File: config.mk
export PLATFORM = sky130hd
export DESIGN_NAME = alu_arbiter
export DESIGN_NICKNAME = d
export VERILOG_FILES = /design/src/rtl/alu_arbiter_pkg.sv /design/src/rtl/alu_arbiter_alu.sv /design/src/rtl/alu_arbiter.sv
export SDC_FILE = /design/constraint.sdc
export NUM_CORES = 1
export LEC_CHECK = 0
export BUFFER_PORTS_ARGS = -buffer_cell sky130_fd_sc_hd__clkbuf_2
export CORE_MARGIN = 2
export CORE_UTILIZATION = 35
export DETAILED_ROUTE_END_ITERATION = 6
export HOLD_SLACK_MARGIN = 0.08
export SYNTH_ARGS = -nofsm -noshare
export SYNTH_HDL_FRONTEND = slang
export SYNTH_HIERARCHICAL = 1
export SYNTH_SLANG_ARGS = --single-unit
File: constraint.sdc
create_clock -name clk -period 4.8 [get_ports clk]
set_input_delay 0.48 -clock clk [delete_from_list [all_inputs] [get_ports clk]]
set_output_delay 0.48 -clock clk [all_outputs]
set_load 0.01 [all_outputs]
File: src/rtl/alu_arbiter_pkg.sv
// Shared types and constants for the ALU arbiter: FSM states, ALU control
// encodings and NZCV flag bit positions.
package alu_arb_pkg;

   typedef enum logic [1:0] {
      IDLE = 2'd0,
      EXEC = 2'd1,
      RESP = 2'd2
   } state_e;

   localparam logic [1:0] ALU_ADD = 2'b00;
   localparam logic [1:0] ALU_SUB = 2'b01;
   localparam logic [1:0] ALU_AND = 2'b10;
   localparam logic [1:0] ALU_ORR = 2'b11;

   localparam int FLAG_N = 3;
   localparam int FLAG_Z = 2;
   localparam int FLAG_C = 1;
   localparam int FLAG_V = 0;

endpackage

File: src/rtl/alu_arbiter_alu.sv
// 32-bit ALU (add/sub/and/or) producing NZCV flags; logical ops clear C and V.
// Subtraction carry is the no-borrow carry of a + ~b + 1.
module alu
   import alu_arb_pkg::*;
(
   input  logic [31:0] srca,
   input  logic [31:0] srcb,
   input  logic [1:0]  alucontrol,
   output logic [31:0] result,
   output logic [3:0]  aluflags
);

   logic [31:0] bmux_s;
   logic [32:0] sum_s;
   logic        arith_s;

   assign bmux_s  = alucontrol[0] ? ~srcb : srcb;
   assign sum_s   = {1'b0, srca} + {1'b0, bmux_s} + {32'd0, alucontrol[0]};
   assign arith_s = ~alucontrol[1];

   // result multiplexer
   always_comb begin
      result = 32'd0;
      case (alucontrol)
         ALU_ADD, ALU_SUB: result = sum_s[31:0];
         ALU_AND:          result = srca & srcb;
         ALU_ORR:          result = srca | srcb;
         default:          result = 32'd0;
      endcase
   end

   assign aluflags[FLAG_N] = result[31];
   assign aluflags[FLAG_Z] = (result == 32'd0);
   assign aluflags[FLAG_C] = arith_s & sum_s[32];
   assign aluflags[FLAG_V] = arith_s & ~(alucontrol[0] ^ srca[31] ^ srcb[31])
                             & (srca[31] ^ sum_s[31]);

endmodule

File: src/rtl/alu_arbiter.sv
// Arbitrates up to four requesters onto one shared ALU, one operation in flight.
// Define ALU_ARB_RR_EN for round-robin selection; otherwise fixed low-index priority.
module alu_arbiter
   import alu_arb_pkg::*;
#(
   parameter int NREQ = 2
) (
   input  logic                  clk,
   input  logic                  reset_n,
   input  logic [NREQ-1:0]       req_valid,
   output logic [NREQ-1:0]       req_ready,
   input  logic [NREQ-1:0][31:0] req_srca,
   input  logic [NREQ-1:0][31:0] req_srcb,
   input  logic [NREQ-1:0][1:0]  req_ctrl,
   output logic [NREQ-1:0]       rsp_valid,
   input  logic [NREQ-1:0]       rsp_ready,
   output logic [31:0]           rsp_result,
   output logic [3:0]            rsp_flags,
   output logic                  busy,
   output logic [1:0]            grant_id,
   output logic [31:0]           ops_done
);

   state_e          state_r, state_s;
   logic [31:0]     opa_r, opb_r;
   logic [1:0]      ctrl_r;
   logic [1:0]      grant_r, sel_s;
   logic            any_s, hs_s;
   logic [NREQ-1:0] sel_oh_s, grant_oh_s, rsp_valid_r;
   logic [31:0]     alu_res_s, result_r, ops_r;
   logic [3:0]      alu_flg_s, flags_r;
   logic            busy_r;
`ifdef ALU_ARB_RR_EN
   logic [1:0]      last_r;
`endif

   alu u_alu (
      .srca       (opa_r),
      .srcb       (opb_r),
      .alucontrol (ctrl_r),
      .result     (alu_res_s),
      .aluflags   (alu_flg_s)
   );

   // requester selection; loops run from lowest to highest priority so the best candidate lands last
   always_comb begin
      sel_s = 2'd0;
      any_s = |req_valid;
`ifdef ALU_ARB_RR_EN
      for (int d = NREQ; d >= 1; d--) begin
         int idx;
         idx   = (int'(last_r) + d) % NREQ;
         sel_s = req_valid[idx] ? 2'(idx) : sel_s;
      end
`else
      for (int i = NREQ - 1; i >= 0; i--) begin
         sel_s = req_valid[i] ? 2'(i) : sel_s;
      end
`endif
   end

   // one-hot decodes of the selected and granted ports
   always_comb begin
      sel_oh_s   = {NREQ{1'b0}};
      grant_oh_s = {NREQ{1'b0}};
      for (int i = 0; i < NREQ; i++) begin
         sel_oh_s[i]   = (sel_s == 2'(i));
         grant_oh_s[i] = (grant_r == 2'(i));
      end
   end

   assign hs_s = (state_r == RESP) && ((rsp_ready & grant_oh_s) != {NREQ{1'b0}});

   // next-state and request-accept decode
   always_comb begin
      state_s   = state_r;
      req_ready = {NREQ{1'b0}};
      case (state_r)
         IDLE: begin
            if (any_s && reset_n) begin
               state_s   = EXEC;
               req_ready = sel_oh_s;
            end else begin
               state_s   = IDLE;
            end
         end
         EXEC:    state_s = RESP;
         RESP: begin
            if (hs_s) begin
               state_s = IDLE;
            end else begin
               state_s = RESP;
            end
         end
         default: state_s = IDLE;
      endcase
   end

   // state register
   always_ff @(posedge clk) begin
      if (!reset_n) begin
         state_r <= IDLE;
      end else begin
         state_r <= state_s;
      end
   end

   // operand capture, result registers, counters and registered status
   always_ff @(posedge clk) begin
      if (!reset_n) begin
         opa_r       <= 32'd0;
         opb_r       <= 32'd0;
         ctrl_r      <= 2'd0;
         grant_r     <= 2'd0;
         result_r    <= 32'd0;
         flags_r     <= 4'd0;
         ops_r       <= 32'd0;
         busy_r      <= 1'b0;
         rsp_valid_r <= {NREQ{1'b0}};
`ifdef ALU_ARB_RR_EN
         last_r      <= 2'(NREQ - 1);
`endif
      end else begin
         if ((state_r == IDLE) && any_s) begin
            opa_r   <= req_srca[sel_s];
            opb_r   <= req_srcb[sel_s];
            ctrl_r  <= req_ctrl[sel_s];
            grant_r <= sel_s;
`ifdef ALU_ARB_RR_EN
            last_r  <= sel_s;
`endif
         end
         if (state_r == EXEC) begin
            result_r <= alu_res_s;
            flags_r  <= alu_flg_s;
         end
         if (hs_s) begin
            ops_r <= ops_r + 32'd1;
         end
         busy_r      <= (state_s != IDLE);
         rsp_valid_r <= (state_s == RESP) ? grant_oh_s : {NREQ{1'b0}};
      end
   end

   assign rsp_valid  = rsp_valid_r;
   assign rsp_result = result_r;
   assign rsp_flags  = flags_r;
   assign busy       = busy_r;
   assign grant_id   = grant_r;
   assign ops_done   = ops_r;

endmodule
After elaboration in Yosys (flattened, before gate mapping)
Cells that the tools add are included.

Bits in registers: 141. Input bits: 138. Output and inout port bits: 75.

$add $sub $neg: 3. Order comparisons: 1. Eq/ne operators: 8. Mux-type cells: 15. Bitwise logic cells: 12. Reductions and logical operators: 13.

Operator list (count): 2-to-1 mux 32 bit (5); case mux 32 bit (3 select lines) (1); adder 32 x 32 -> 33 bit (1); adder 33 x 1 -> 33 bit (1); adder 32 x 1 -> 32 bit, second input constant (1); bitwise AND 32 bit (1); logical NOT 32 bit (1); NOT 32 bit (1); bitwise OR 32 bit (1); 2-to-1 mux 2 bit (5); equality test 2 bit, second input constant (4); logical NOT 2 bit (4); equality test 2 x 1 -> 1 bit, second input constant (3); case mux 2 bit (3 select lines) (1); nonzero test 2 bit (2); OR reduction 2 bit (2); bitwise AND 1 bit (3); logical AND 1 bit (3); 2-to-1 mux 1 bit (3); bitwise XOR 1 bit (3); bitwise AND 2 bit (1); < comparator 1 x 2 -> 1 bit, second input constant (1); NOT 1 bit (2); AND reduction 2 bit (1); equality test 1 bit, second input constant (1).

Longest topological paths before layout
Depth in word-level cells: 8. Gate-level depth with buffers: 18.

Cells and area by module
The synthesis kept the hierarchy.

By module, submodules not included: alu_arbiter (times used 1, cells an instance 668, area each 5944.5 um2); alu (times used 1, cells an instance 486, area each 3254.4 um2).

Least setup slack after synthesis
Ideal clock, no wire load.

Kind: register to register. Start point: reg ctrl_r[0]. End point: reg flags_r[2], in the netlist rsp_flags[2]. Arrival: 4158 ps. Data required time: 4730 ps. Slack: 572 ps. Cell stages (with the launch flop): 19. Path buffers: 5. Clock period less this slack: 4228 ps. Path through: dfxtp_1 > buf_4 > clkbuf_1 > clkbuf_1 > buf_1 > xor2_1 > ha_1 > buf_2 > a21oi_1 > o21ai_0 > a21oi_1 > a21oi_4 > o2111ai_1 > and3_1 > o31ai_1 > or4_1 > nor4_2 > nand2_1 > a21oi_1.

Longest elaborated chain between the ends: 5. Elaborated cells between the ends (all ways): 10.

RTL lines: from (decl) (line alu_arbiter.sv:26) `logic [1:0] ctrl_r;`; from (signal assigned) (line alu_arbiter.sv:127) `ctrl_r <= req_ctrl[sel_s];`; 2-to-1 mux 32 bit (line alu_arbiter_alu.sv:17) `assign bmux_s = alucontrol[0] ? ~srcb : srcb;`; adder 32 x 32 -> 33 bit (line alu_arbiter_alu.sv:18) `assign sum_s = {1'b0, srca} + {1'b0, bmux_s} + {32'd0, alucontrol[0]};`; adder 33 x 1 -> 33 bit (line alu_arbiter_alu.sv:18); case mux 32 bit (3 select lines) * (line alu_arbiter_alu.sv:24) `case (alucontrol)`; named net alu_res_s[29] (line alu_arbiter.sv:30) `logic [31:0] alu_res_s, result_r, ops_r;`; logical NOT 32 bit * (line alu_arbiter_alu.sv:33) `assign aluflags[FLAG_Z] = (result == 32'd0);`; named net alu_flg_s[2] (line alu_arbiter.sv:31) `logic [3:0] alu_flg_s, flags_r;`; to (signal assigned) (line alu_arbiter.sv:135) `flags_r <= alu_flg_s;`; to (decl) (line alu_arbiter.sv:31).

Mark *: on every way through the listed nets, which the timed path passes. The rest lies on a longest branch. A chain may end at the register's enable or synchronous reset.

Worst setup path in the final report
Start point: reg ctrl_r[0]. End point: reg flags_r[2], in the netlist rsp_flags[2].

Longest elaborated chain between the ends: 5. Elaborated cells between the ends (all ways): 10.

RTL lines (line): 2-to-1 mux 32 bit (alu_arbiter_alu.sv:17); adder 32 x 32 -> 33 bit (alu_arbiter_alu.sv:18); adder 33 x 1 -> 33 bit (alu_arbiter_alu.sv:18); case mux 32 bit (3 select lines) * (alu_arbiter_alu.sv:24); logical NOT 32 bit * (alu_arbiter_alu.sv:33); named net alu_flg_s[2] (alu_arbiter.sv:31).

Marks and branches as above.

==> flow_metrics.env <==
export IMPL_power_density_nw_per_um2=392
export IMPL_cts_setup_buffers=0
export IMPL_post_cts_resized=0
export IMPL_core_area_um2=25900
export IMPL_cp_end_kind="flip-flop"
export IMPL_synth_nets=1327
export IMPL_dr_pass1_iters=5
export IMPL_worst_path_most_repeated_cell="xor2_1"
export IMPL_worst_pin_slew_ps=705
export IMPL_fmax_ghz=0.238
export IMPL_hold_path_startpoint="req_srca[21]"
export IMPL_cp_arrival_ps=4540
export IMPL_clockBufferDepth=2
export IMPL_nets=1488
export IMPL_wl_mm=27.5
export IMPL_htree_levels=4
export IMPL_hold_path_class="primary input to flip-flop"
export IMPL_grt_setup_unrepaired="no"
export IMPL_clkTransAtPathRegs_ps=70
export IMPL_r2r_end="rsp_flags[2]"
export IMPL_fill_cells=2591
export IMPL_drc=0
export IMPL_drv_cap=0
export IMPL_grt_pass1_vias=7984
export IMPL_drv_slew=0
export IMPL_slowest_stage="dfxtp_2"
export IMPL_drive_gt1_frac=0.215
export IMPL_cp_cell_sequence="buf_4 -> xor2_1 -> ha_1 -> and2b_1 -> o311ai_2 -> a31oi_1 -> o21ai_1 -> o311ai_0 -> xor2_1 -> a2111oi_2 -> nand4_1 -> nor4_2 -> nand2_1 -> a21oi_1"
export IMPL_cts_tree="built"
export IMPL_slowest_delay_ps=640
export IMPL_io_buffer_count=211
export IMPL_area_growth_pct=20.6
export IMPL_cp_max_fo=22
export IMPL_cts_buffers=17
export IMPL_antenna_found_initial=0
export IMPL_ys_ff_latch=140
export IMPL_cts_root_buf="clkbuf_16"
export IMPL_cts_num_sinks=140
export IMPL_cp_required_ps=5140
export IMPL_diodes=0
export IMPL_die_w_um=166
export IMPL_hold_buffers=0
export IMPL_rr_worst_depth=14
export IMPL_critPathCapture="rsp_flags[2]"
export IMPL_gp_congestion=0.943
export IMPL_r2r_setup_slack_ps=600
export IMPL_async_flop_share=0
export IMPL_via_per_inst=5.34
export IMPL_yosys_cell_types_count=78
export IMPL_die_area_um2=27600
export IMPL_synth_flop_cell="dfxtp_1"
export IMPL_r2r_start="ctrl_r[0]"
export IMPL_yosys_warnings=6
export IMPL_dp_worst_setup_slack_ps=693
export IMPL_routedWlPerCell_um=16.5
export IMPL_grtUsageTotal=0.196
export IMPL_hold_viol=0
export IMPL_clock_latency_ps=420
export IMPL_avgSynthCellArea_um2=7.97
export IMPL_critical_path_startpoint="ctrl_r[0]"
export IMPL_ir_worst_vdd_v=0.000244
export IMPL_slew_headroom=0.529
export IMPL_grt_remaining_overflow=0
export IMPL_start_util=0.355
export IMPL_synth_edf_count=0
export IMPL_p_leak_nw=4.57
export IMPL_synth_area_um2=9200
export IMPL_finalCritPeriodShare=0.874
export IMPL_period_needed_ps=4200
export IMPL_rows=59
export IMPL_io_pins=213
export IMPL_setup_viol=0
export IMPL_ys_seq_area_frac=0.305
export IMPL_ant_nets=0
export IMPL_final_area_um2=11100
export IMPL_setup_ws_ps=605
export IMPL_finClkSkew_ps=13.1
export IMPL_crit_type="flip-flop to flip-flop"
export IMPL_grt_max_degree=133
export IMPL_place_area_um2=10500
export IMPL_die_h_um=166
export IMPL_outcome="complete, no violations"
export IMPL_grt_pass1_wl_mm=43.8
export IMPL_drtIter0Drc=654
export IMPL_vias=8873
export IMPL_syn_inst=1154
export IMPL_setup_tns_ps=0
export IMPL_hpwl_mm=21.2
export IMPL_cp_start_kind="flip-flop"
[flip-flops by register name, summed over array words and instances (netlist names)]
register,cells
opa_r,32
opb_r,32
ops_done,32
rsp_result,32
rsp_flags,4
ctrl_r,2
rsp_valid,2
state_r,2
busy,1
grant_id,1
[per-stage QoR]
stage | util | hold WS, ps | cells | total power [mW]
6_report | 0.428 | 375 | 1663 | 4.35
3_3_place_gp | 0.404 | 443 | 1631 | 2.92
2_1_floorplan | - | 458 | 1154 | 2.47
4_1_cts | 0.428 | 360 | 1663 | 4.36
3_5_place_dp | 0.404 | 447 | 1631 | 2.91
5_1_grt | 0.428 | 390 | 1663 | 4.60
[how the worst min path moves through the flow]
stage | slack (ps) | end | depth (start not counted)
floorplan | 460 | rsp_valid[0] | 1
global placement | 440 | rsp_result[5] | 2
detailed placement | 450 | rsp_result[22] | 2
CTS | 360 | opa_r[21] | 3
global route | 390 | opa_r[18] | 3
finish | 370 | opa_r[21] | 3
[final cells by class]
| cell class | count | area [µm²] | area share |
|---|---|---|---|
| Clock inverter | 13 | 176 | 0.0159 |
| Sequential cell | 140 | 2810 | 0.253 |
| Tap cell | 335 | 419 | 0.0378 |
| Multi-Input combinational cell | 906 | 5960 | 0.537 |
| Inverter | 26 | 98.8 | 0.00891 |
| Timing Repair Buffer | 224 | 1180 | 0.106 |
| Clock buffer | 19 | 453 | 0.0408 |
[placed cells by master (no fill, tap or decap), types with 15 or more instances in the layout]
master and n:
a211oi_1 70, a21oi_1 110, clkbuf_2 211, clkbuf_16 17, nand4_1 15, dfxtp_1 138, ha_1 34, o31ai_1 18
nand2b_1 17, nand3_1 19, nand2_1 156, o21ai_0 47, inv_1 24, maj3_1 23, xor2_1 41, mux2i_1 74
nor2_1 102
[worst max-delay path: cells and delay by family, from the launching register on]
kind	cells	cell delay [ps]
AOI/OAI and AO/OA	6	1740
and+or+nand+nor	4	700
DFF	1	640
xor gates and xnor gates	2	390
buffers and inverters	1	350
adders and majority gates	1	290
[synth_stat cells, types with 7 or more instances]
| master | n | share of area |
|---|---|---|
| nor2_1 | 102 | 0.042 |
| xnor2_1 | 10 | 0.0095 |
| buf_2 | 16 | 0.0087 |
| nor4_1 | 11 | 0.0075 |
| o21ai_0 | 47 | 0.026 |
| o21a_1 | 8 | 0.0065 |
| nand2b_1 | 17 | 0.012 |
| o31ai_1 | 18 | 0.015 |
| inv_1 | 24 | 0.0098 |
| mux2i_1 | 74 | 0.081 |
| o211ai_1 | 11 | 0.0090 |
| and3_1 | 7 | 0.0048 |
| clkbuf_1 | 56 | 0.023 |
| ha_1 | 34 | 0.046 |
| or4_1 | 14 | 0.011 |
| maj3_1 | 23 | 0.025 |
| nor3_1 | 13 | 0.0071 |
| or3_1 | 7 | 0.0048 |
| a21oi_1 | 110 | 0.060 |
| nand2_1 | 156 | 0.064 |
| nand4_1 | 15 | 0.010 |
| a211oi_1 | 70 | 0.057 |
| xor2_1 | 41 | 0.039 |
| dfxtp_1 | 140 | 0.30 |
| nand3_1 | 19 | 0.010 |
| a21o_1 | 7 | 0.0057 |
[where the power goes]
part / total, mW / internal, mW / switching (mW)
registers: 1.39 / 1.27 / 0.117
logic: 1.53 / 0.587 / 0.940
clock network: 1.43 / 0.859 / 0.571
[cell families (layout without fill, tap and decap cells)]
logic type	after synthesis	in the layout	synth area share
other cells	1	1	0.000408
flops	140	140	0.305
fa+ha+maj	58	58	0.0734
buf+inv	108	282	0.0491
simple gates	394	394	0.204
compound gates	327	327	0.238
xor+xnor	51	51	0.0486
mux	75	75	0.0817
[per-layer routing]
| layer | global-route usage | part of all wire | vias to the layer above | routed length [µm] |
|---|---|---|---|---|
| li1 | - | - | 4547 | - |
| met1 | 0.311 | 0.53 | 4015 | 14600 |
| met2 | 0.275 | 0.40 | 296 | 11100 |
| met3 | 0.0276 | 0.055 | 15 | 1520 |
| met4 | 0.0397 | 0.0087 | 0 | 240 |
| met5 | 0 | 0 | - | 0 |
Power figures use the tool's default switching activity.
